## src/rtl/egg_timer_ctrl.sv

```systemverilog
// egg_timer_ctrl
//   Sequencing controller for the egg-timer board. Conditions the three
//   push keys, holds the mm:ss BCD time and steps the state sequence
//   RESET -> SET_SEC -> SET_MIN -> READY -> TIMER -> FLASH_ON/FLASH_OFF.
//
// Ports
//   CLOCK_50  in   system clock, rising edge
//   RESET_N   in   asynchronous active-low reset
//   KEY[2:0]  in   active-low keys: [0]=SET, [1]=START/PAUSE, [2]=CLEAR
//   SW[7:0]   in   BCD entry value, [7:4]=tens, [3:0]=ones
//   state     out  current state, {1'b0, enc[2:0]}
//   min_bcd   out  minutes, two BCD digits
//   sec_bcd   out  seconds, two BCD digits
//   running   out  high while in TIMER
//   alarm_on  out  high while in FLASH_ON
module egg_timer_ctrl #(
    parameter int unsigned TICK_DIV  = 50_000_000,
    parameter int unsigned FLASH_DIV = 12_500_000,
    parameter int unsigned DB_CYCLES = 500_000
) (
    input  logic       CLOCK_50,
    input  logic       RESET_N,
    input  logic [2:0] KEY,
    input  logic [7:0] SW,
    output logic [3:0] state,
    output logic [7:0] min_bcd,
    output logic [7:0] sec_bcd,
    output logic       running,
    output logic       alarm_on
);

    localparam int unsigned TICK_W  = (TICK_DIV  > 1) ? $clog2(TICK_DIV)  : 1;
    localparam int unsigned FLASH_W = (FLASH_DIV > 1) ? $clog2(FLASH_DIV) : 1;
    localparam int unsigned DB_W    = $clog2(DB_CYCLES + 1);

    localparam logic [TICK_W-1:0]  TICK_LAST  = TICK_W'(TICK_DIV - 1);
    localparam logic [FLASH_W-1:0] FLASH_LAST = FLASH_W'(FLASH_DIV - 1);
    localparam logic [DB_W-1:0]    DB_FIRE    = DB_W'(DB_CYCLES - 1);
    localparam logic [DB_W-1:0]    DB_MAX     = DB_W'(DB_CYCLES);

    localparam logic [2:0] S_SET_SEC   = 3'd0;
    localparam logic [2:0] S_SET_MIN   = 3'd1;
    localparam logic [2:0] S_TIMER     = 3'd2;
    localparam logic [2:0] S_READY     = 3'd3;
    localparam logic [2:0] S_RESET     = 3'd4;
    localparam logic [2:0] S_FLASH_ON  = 3'd5;
    localparam logic [2:0] S_FLASH_OFF = 3'd6;

    // ------------------------------------------------------------------
    // Key conditioning
    // ------------------------------------------------------------------
    logic [2:0]      key_meta;
    logic [2:0]      key_sync;
    logic [DB_W-1:0] db_cnt [3];
    logic [2:0]      key_ev;

    // The counter saturates at DB_CYCLES so a held key yields exactly one
    // event; it only rearms once the synchronised key reads released.
    always_ff @(posedge CLOCK_50 or negedge RESET_N) begin
        if (!RESET_N) begin
            key_meta <= '1;
            key_sync <= '1;
            for (int unsigned i = 0; i < 3; i++) begin
                db_cnt[i] <= '0;
            end
        end else begin
            key_meta <= KEY;
            key_sync <= key_meta;
            for (int unsigned i = 0; i < 3; i++) begin
                if (key_sync[i]) begin
                    db_cnt[i] <= '0;
                end else if (db_cnt[i] != DB_MAX) begin
                    db_cnt[i] <= db_cnt[i] + DB_W'(1);
                end
            end
        end
    end

    // Event fires in the DB_CYCLES-th consecutive low cycle.
    always_comb begin
        for (int unsigned i = 0; i < 3; i++) begin
            key_ev[i] = !key_sync[i] && (db_cnt[i] == DB_FIRE);
        end
    end

    logic set_ev, start_ev, clr_ev;
    assign set_ev   = key_ev[0];
    assign start_ev = key_ev[1];
    assign clr_ev   = key_ev[2];

    // ------------------------------------------------------------------
    // State, time and prescalers
    // ------------------------------------------------------------------
    logic [2:0]         st_q, st_d;
    logic [7:0]         min_q, min_d;
    logic [7:0]         sec_q, sec_d;
    logic [TICK_W-1:0]  tick_q, tick_d;
    logic [FLASH_W-1:0] flash_q, flash_d;

    logic       tick;
    logic       time_zero;
    logic       sw_sec_ok, sw_min_ok;
    logic [7:0] sec_dec, min_dec;
    logic       sec_borrow;
    logic [7:0] min_nxt, sec_nxt;

    assign tick      = (tick_q == TICK_LAST);
    assign time_zero = (min_q == 8'h00) && (sec_q == 8'h00);
    assign sw_sec_ok = (SW[7:4] <= 4'd5) && (SW[3:0] <= 4'd9);
    assign sw_min_ok = (SW[7:4] <= 4'd9) && (SW[3:0] <= 4'd9);

    // BCD countdown; seconds wrap 00 -> 59 and borrow from the minutes.
    always_comb begin
        sec_borrow = 1'b0;
        if (sec_q[3:0] != 4'd0) begin
            sec_dec = {sec_q[7:4], sec_q[3:0] - 4'd1};
        end else if (sec_q[7:4] != 4'd0) begin
            sec_dec = {sec_q[7:4] - 4'd1, 4'd9};
        end else begin
            sec_dec    = 8'h59;
            sec_borrow = 1'b1;
        end

        if (min_q[3:0] != 4'd0) begin
            min_dec = {min_q[7:4], min_q[3:0] - 4'd1};
        end else if (min_q[7:4] != 4'd0) begin
            min_dec = {min_q[7:4] - 4'd1, 4'd9};
        end else begin
            min_dec = 8'h99;
        end

        sec_nxt = sec_dec;
        min_nxt = sec_borrow ? min_dec : min_q;
    end

    always_comb begin
        st_d    = st_q;
        min_d   = min_q;
        sec_d   = sec_q;
        tick_d  = tick_q;
        flash_d = flash_q;

        if (clr_ev) begin
            st_d = S_RESET;
        end else begin
            case (st_q)
                S_RESET: begin
                    min_d   = '0;
                    sec_d   = '0;
                    tick_d  = '0;
                    flash_d = '0;
                    st_d    = S_SET_SEC;
                end
                S_SET_SEC: begin
                    if (sw_sec_ok) begin
                        sec_d = SW;
                    end
                    if (set_ev) begin
                        st_d = S_SET_MIN;
                    end
                end
                S_SET_MIN: begin
                    if (sw_min_ok) begin
                        min_d = SW;
                    end
                    if (set_ev) begin
                        st_d = S_READY;
                    end
                end
                S_READY: begin
                    if (set_ev) begin
                        st_d = S_SET_SEC;
                    end else if (start_ev) begin
                        if (time_zero) begin
                            st_d    = S_FLASH_ON;
                            flash_d = '0;
                        end else begin
                            st_d   = S_TIMER;
                            tick_d = '0;
                        end
                    end
                end
                S_TIMER: begin
                    // Pause wins over a coincident tick, which is dropped.
                    if (start_ev) begin
                        st_d = S_READY;
                    end else if (tick) begin
                        tick_d = '0;
                        min_d  = min_nxt;
                        sec_d  = sec_nxt;
                        if ((min_nxt == 8'h00) && (sec_nxt == 8'h00)) begin
                            st_d    = S_FLASH_ON;
                            flash_d = '0;
                        end
                    end else begin
                        tick_d = tick_q + TICK_W'(1);
                    end
                end
                S_FLASH_ON, S_FLASH_OFF: begin
                    if (set_ev || start_ev) begin
                        st_d = S_RESET;
                    end else if (flash_q == FLASH_LAST) begin
                        flash_d = '0;
                        st_d    = (st_q == S_FLASH_ON) ? S_FLASH_OFF : S_FLASH_ON;
                    end else begin
                        flash_d = flash_q + FLASH_W'(1);
                    end
                end
                default: begin
                    st_d = S_RESET;
                end
            endcase
        end
    end

    logic running_q, alarm_q;

    always_ff @(posedge CLOCK_50 or negedge RESET_N) begin
        if (!RESET_N) begin
            st_q      <= S_RESET;
            min_q     <= '0;
            sec_q     <= '0;
            tick_q    <= '0;
            flash_q   <= '0;
            running_q <= 1'b0;
            alarm_q   <= 1'b0;
        end else begin
            st_q      <= st_d;
            min_q     <= min_d;
            sec_q     <= sec_d;
            tick_q    <= tick_d;
            flash_q   <= flash_d;
            // Flag flops track the state register exactly.
            running_q <= (st_d == S_TIMER);
            alarm_q   <= (st_d == S_FLASH_ON);
        end
    end

    assign state    = {1'b0, st_q};
    assign min_bcd  = min_q;
    assign sec_bcd  = sec_q;
    assign running  = running_q;
    assign alarm_on = alarm_q;

endmodule

```

## config.mk

```make
export PLATFORM = sky130hd
export DESIGN_NAME = egg_timer_ctrl
export DESIGN_NICKNAME = d
export VERILOG_FILES = /design/src/rtl/egg_timer_ctrl.sv
export SDC_FILE = /design/constraint.sdc
export NUM_CORES = 1
export LEC_CHECK = 0
export ABC_CLOCK_PERIOD_IN_PS = 9250
export BUFFER_PORTS_ARGS = -buffer_cell sky130_fd_sc_hd__buf_2
export CAP_MARGIN = 10
export CORE_ASPECT_RATIO = 1.1
export CORE_UTILIZATION = 55
export DETAILED_ROUTE_END_ITERATION = 7
export GPL_ROUTABILITY_DRIVEN = 0
export PLACE_DENSITY_LB_ADDON = 0.3
export SYNTH_ARGS = -nofsm -noshare
export SYNTH_HDL_FRONTEND = slang
export SYNTH_SLANG_ARGS = --single-unit
```

## constraint.sdc

```tcl
create_clock -name CLOCK_50 -period 9.25 [get_ports CLOCK_50]
set_input_delay 1.3875 -clock CLOCK_50 [delete_from_list [all_inputs] [get_ports CLOCK_50]]
set_output_delay 1.3875 -clock CLOCK_50 [all_outputs]
set_load 0.02 [all_outputs]
```

# Word level (Yosys, flattened, before mapping)
# Cells that the tools add are included.
# Widths: inputs -> output; s select.
[word_totals]
register_bits = 134
latchBits = 0
mem_bits_rw = 0
rom_bits = 0
out_inout_bits = 22
wordCells = 132
mem_count = 0
[classes]
addsub = 9
multipliers = 0
div_mod_pow = 0
magnitude_cmp = 3
n_eq_ne = 26
n_shift = 0
n_mux = 49
bitwise_logic = 1
reduce_logical = 32
[ops]
columns = ["operator", "count"]
rows = [
  ["$mux 24", 8],
  ["$mux 26", 5],
  ["$mux 19", 6],
  ["$pmux 24 s4", 1],
  ["$mux 8", 11],
  ["$pmux 26 s3", 1],
  ["$add 19x1->19 const B", 3],
  ["$eq 19x19->1 const B", 3],
  ["$ne 19x19->1 const B", 3],
  ["$pmux 8 s3", 2],
  ["$mux 3", 11],
  ["$logic_not 8->1", 4],
  ["$add 26x1->26 const B", 1],
  ["$eq 26x26->1 const B", 1],
  ["$add 24x1->24 const B", 1],
  ["$eq 24x24->1 const B", 1],
  ["$ne 2x2->1 const B", 10],
  ["$reduce_bool 4->1", 5],
  ["$pmux 3 s6", 1],
  ["$sub 4x1->4 const B", 4],
  ["$eq 3x3->1 const B", 4],
  ["$reduce_and 5->1", 2],
  ["$eq 3x2->1 const B", 3],
  ["$reduce_and 9->1", 1],
  ["other kinds (14)", 28],
]

# Longest topological paths before layout
[logic_depth]
ltp_word = 12
mapped_depth = 12

# Worst setup path after synthesis
# No wires, ideal clock.
[synth_timing]
path_kind = "reg-to-reg"
startpoint = "reg min_q[0] (netlist: min_bcd[0])"
endpoint = "reg flash_q[21]"
t_arrival_ns = 2.971
setup_slack_ns = 6.155
path_stages_with_launch = 11
path_buffers = 1
synth_period_minus_slack_ns = 3.095
cell_sequence = "dfrtp_1 > inv_1 > ha_1 > nor3b_1 > nand4_1 > or4b_1 > o41ai_2 > o21ai_2 > or2_1 > buf_2 > a211o_1"
[synth_between]
elab_chain_cells = 7
elab_cells_between_ends = 11
[synth_rtl]
columns = ["element", "line", "source"]
rows = [
  ["start, declared", "95", "logic [7:0] min_q, min_d;"],
  ["start signal, assigned", "229", "min_q <= min_d;"],
  ["$sub 4x1->4 / $reduce_bool 4->1 (equally long branches)", "125, 124", ""],
  ["$mux 8", "124", "if (min_q[3:0] != 4'd0) begin"],
  ["$mux 8", "133", "min_nxt = sec_borrow ? min_dec : min_q;"],
  ["$logic_not 8->1", "191", "if ((min_nxt == 8'h00) && (sec_nxt == 8'h00)) begin"],
  ["$logic_and 1x1->1", "191", ""],
  ["$ne 2x2->1 (no source line)", "n/a", ""],
  ["$reduce_and 9->1 (no source line) *", "n/a", ""],
  ["end signal, assigned", "232", "flash_q <= flash_d;"],
  ["end, declared", "98", "logic [FLASH_W-1:0] flash_q, flash_d;"],
]
# Mark *: on every way between the ends. The rest lies on a longest branch, timed or not.
# A chain may end at the register's enable or synchronous reset.

# Worst setup path in the final report
[layout_timing]
startpoint = "reg db_cnt[45] in the netlist's numbering"
endpoint = "reg tick_q[16]"
[layout_between]
elab_chain_cells = 4
[layout_rtl]
columns = ["element", "line", "source"]
rows = [
  ["start, declared", "54", "logic [DB_W-1:0] db_cnt [3];"],
  ["start signal, assigned by index", "73", "db_cnt[i] <= db_cnt[i] + DB_W'(1);"],
  ["$eq 19x19->1", "82", "key_ev[i] = !key_sync[i] && (db_cnt[i] == DB_FIRE);"],
  ["$logic_and 1x1->1", "82", ""],
  ["$ne 2x2->1 (no source line)", "n/a", ""],
  ["$reduce_and 6->1 (no source line)", "n/a", ""],
  ["end signal, assigned", "231", "tick_q <= tick_d;"],
  ["end, declared", "97", "logic [TICK_W-1:0] tick_q, tick_d;"],
]
# No other way between the ends.

==> impl_summary.md <==
Clocking
In this run, CTS created clock tree buffers numbering 17. The clock insertion delay at the later pin of the skew report is between 0.4 and 0.5 ns. The clock sink count is approximately 130. The root buffer cell chosen for the clock tree is sky130_fd_sc_hd__clkbuf_16. The TritonCTS clock tree is built.

The total number of H-tree levels is 4. The longest clock path from root to sink contains 2 buffers. Gates resized during post-CTS repair numbered 0. The hold buffer count at CTS is 0. Clock-pin slew was measured on the worst setup and hold paths at 0.06 ns. Once the clock tree was built, the setup fixing pass inserted 0 buffers.

Synth
Of the total synthesized cell area, the portion taken by AND, OR, NAND and NOR gates is 0.266. Counting instances in the post-synthesis netlist gives the leading cell types as sky130_fd_sc_hd__dfrtp_1 (127), sky130_fd_sc_hd__nor2_1 (122), sky130_fd_sc_hd__nand3_1 (62). The post-synthesis compound-gate area fraction is 0.186. The largest area contributor in the netlist is sky130_fd_sc_hd__dfrtp_1. The prevailing post-synth register cell is sky130_fd_sc_hd__dfrtp_1. The post-synthesis instance area is 0.00767 mm^2. The most common cell in the netlist is sky130_fd_sc_hd__dfrtp_1. Yosys attributes the largest share of cell area to sky130_fd_sc_hd__dfrtp_1 (41%), sky130_fd_sc_hd__nor2_1 (6.0%), sky130_fd_sc_hd__nand3_1 (4.0%). During synthesis, Yosys emitted a total of 0 warnings. The number of enable-type register cells in the synthesized netlist is 0. The share of the synthesized area in the top cell type is 0.414.

The xor/xnor cell area share of the yosys netlist is 0.0514. The sequential-to-total area share from yosys stat is 0.438. The mean instance size in the synthesized netlist is slightly below 9 um^2.

The number of distinct library cell variants in the gate-level netlist after synthesis is between 70 and 80. The mux share of post-synthesis cell area is 0.00669. The cell count after synthesis came out at between 800 and 900. Counting flops and latches in the post-synthesis netlist gives about 130. After synthesis, the largest family of logic cells by area is simple AND/OR/NAND/NOR gates.

When the netlist entered floorplanning its net count stood at around 900. The post-synthesis async set-or-reset flop share is 1.00. The fraction of the mapped netlist area in adder cells is 0.0147.

Floorplanning
For this configuration, the core starts out at a cell density of 0.573. The overall die area is roughly 0.014 mm^2. The die extent in y is about 130 um. From left edge to right edge, the die measures 115 um. The core region is 0.0134 mm^2. The standard-cell row count is 44.

The number of I/O pins is 35.

Routing
For this block, wires on met1 add up to between 7000 and 8000 um. The met2 wirelength from detailed routing is 7750 um. Using the TritonRoute via totals, the vias-per-cell ratio works out to 6.05. The detailed router finished its first iteration with approximately 520 violations. Wire segments on met3 add up to 783 um in the final route. The wire length per cell after detailed routing is roughly 16 um. In this run the remaining antenna-violating nets after routing total 0. The total number of vias is 6,495. The final layout contains routed wiring with a total length of 16,700 um. The DRC violations left is 0. The first-pass iteration count of the detailed router is 4. The top routing layer in use is met4.

Global route
In the global route stage, overall resource usage came out at 0.249. The largest net degree at the start of global routing is 71. The number of antenna violations at the first check in global routing is 0. The number of global-route vias before repair was 6,028.

The first global-routing pass estimated between 20,000 and 30,000 um of wire. The global route total overflow is 0.

Finish
The post-layout net count is about 900. The final instance area is between 0.008 and 0.009 mm^2. After filler insertion, the fill cell instance count of the layout stands at roughly 1.1k. Summing all flip-flop and latch instances after layout gives around 0.0034 mm^2. The post-route non-filler standard cell count is between 1k and 1.5k. The area growth from synthesis to layout is 11.5%. The repair_antennas step left the layout with diodes totalling 0.

The footprint of the multi-input gates is just over 0.004 mm^2. The fraction of final layout cells with drive strength greater than 1 is 0.118. For this run, the share of the core covered by cells in the final layout is 0.639.

Power and ir drop
Summed over all cells, the static leakage comes to 3.49 nW. The overall power after layout is 1.41 mW. Dividing total power by cell area gives a power density of between 150 and 200 mW/mm^2.

The peak supply drop is around 0.13 mV.

Timing
The number of pins with negative max-slew slack in the final report came to 0. The achievable clock frequency is about 250 MHz. Across all hold checks on the routed design, the worst slack comes to ~0.35 ns. The transition at the pin with the smallest max-transition slack is roughly 1.1 ns. In the final timing run, aggregate negative setup slack is 0 ns. Setup violations remaining at the end of the flow were counted as 0. The share of the cycle needed by the critical path after routing is 0.428. For the finished layout, the period the worst path requires is 3.96 ns. The worst-case setup margin in the final layout is around 5.3 ns.

The headroom to the max-slew limit is 0.259. Setup repair after global routing left no endpoint under its margin. The clock tree skew after final layout is roughly 0.008 ns. The number of hold violations in the final report is 0.

Min path
The type of the worst min-delay path is reg -> reg.

Setup path
Walking the worst path, the cells encountered are or4b_2 > or4_1 > nor2_2 > or4_4 > a21o_1 > or2_1 > buf_4 > o41ai_1. Data on the critical path is required at its endpoint by 9.55 ns. On the critical path, the stage with the largest delay is an instance of sky130_fd_sc_hd__or4b_2. STA classifies the critical path endpoint as a register. The worst path arrival time is around 4.3 ns. The cell class contributing the biggest share of worst-path delay is simple AND/OR/NAND/NOR gates. The class of the most critical setup path is reg -> reg. Together, buffers and inverters on the worst path number 1. The largest single stage delay on the critical path is approximately 0.69 ns. STA classifies the critical path startpoint as a register. Along the worst path, the maximum fanout reaches 29.

Outcome
The run finished with clean final reports.

Job
The number of maximum-capacitance violations is 0.

Placement
Once placement finished, the instance area stood at around 0.0079 mm^2. The number of input and output port buffers inserted is 33. The number of cells in the design after placement is about 1.0k. The final HPWL from detailed placement is about 11,000 um. At the placement stage, the worst setup path has a slack of approximately 5.3 ns.
==> placed cells by master (no fill, tap or decap), types with 17 or more instances in the layout <==
cell | synthesis | final
sky130_fd_sc_hd__dfrtp_1 | 127 | 127
sky130_fd_sc_hd__o21ai_0 | 61 | 61
sky130_fd_sc_hd__buf_2 | 2 | 32
sky130_fd_sc_hd__nor3_1 | 26 | 26
sky130_fd_sc_hd__nand2_1 | 61 | 61
sky130_fd_sc_hd__xor2_1 | 31 | 31
sky130_fd_sc_hd__a21oi_1 | 39 | 39
sky130_fd_sc_hd__and3_1 | 19 | 19
sky130_fd_sc_hd__nand3_1 | 62 | 62
sky130_fd_sc_hd__nor2_1 | 122 | 122
sky130_fd_sc_hd__nand4_1 | 19 | 19
sky130_fd_sc_hd__inv_1 | 25 | 25
sky130_fd_sc_hd__clkbuf_16 | 0 | 17
sky130_fd_sc_hd__o31ai_1 | 25 | 25
==> routing by layer <==
metal,vias up,track usage
li1,3162,-
met1,3123,0.344
met2,180,0.388
met3,30,0.0539
met4,0,0.0917
met5,-,0
==> cell families (layout without fill, tap and decap cells) <==
group           count (synthesis)  count (layout)
other cells                     1               1
simple gates                  398             398
compound gates                204             204
buf+inv                        64              93
mux                             5               5
xor+xnor                       45              45
flops                         134             134
fa+ha+maj                       9               9
==> worst paths after layout <==
path / endpoint / slack (ns) / depth (start not counted) / from
setup / recovery: tick_q[16] / 5.29 / 8 / db_cnt[45]
setup reg to reg: tick_q[16] / 5.29 / 8 / db_cnt[45]
min in group asynchronous: flash_q[17] / 0.93 / 1 / RESET_N
hold / removal: key_sync[1] / 0.35 / 0 / key_meta[1]
hold reg to reg: key_sync[1] / 0.35 / 0 / key_meta[1]
max in group asynchronous: tick_q[17] / 7.04 / 2 / RESET_N
==> registers in the layout (all words and copies together) (netlist names) <==
signal	flops
db_cnt	57
tick_q	26
flash_q	24
min_bcd	8
sec_bcd	8
key_meta	3
key_sync	3
st_q	3
alarm_on	1
running	1
==> area by class of cell <==
cell class | instances | area share
Clock buffer | 20 | 0.0523
Clock inverter | 12 | 0.0234
Inverter | 25 | 0.0110
Multi-Input combinational cell | 662 | 0.470
Sequential cell | 134 | 0.393
Tap cell | 184 | 0.0269
Timing Repair Buffer | 36 | 0.0227
==> report_power, final <==
part | total (mW) | internal [mW] | switching (mW)
clock | 0.739 | 0.485 | 0.254
sequential | 0.616 | 0.597 | 0.0192
combinational | 0.0594 | 0.0192 | 0.0402
Power figures use the tool's default switching activity.
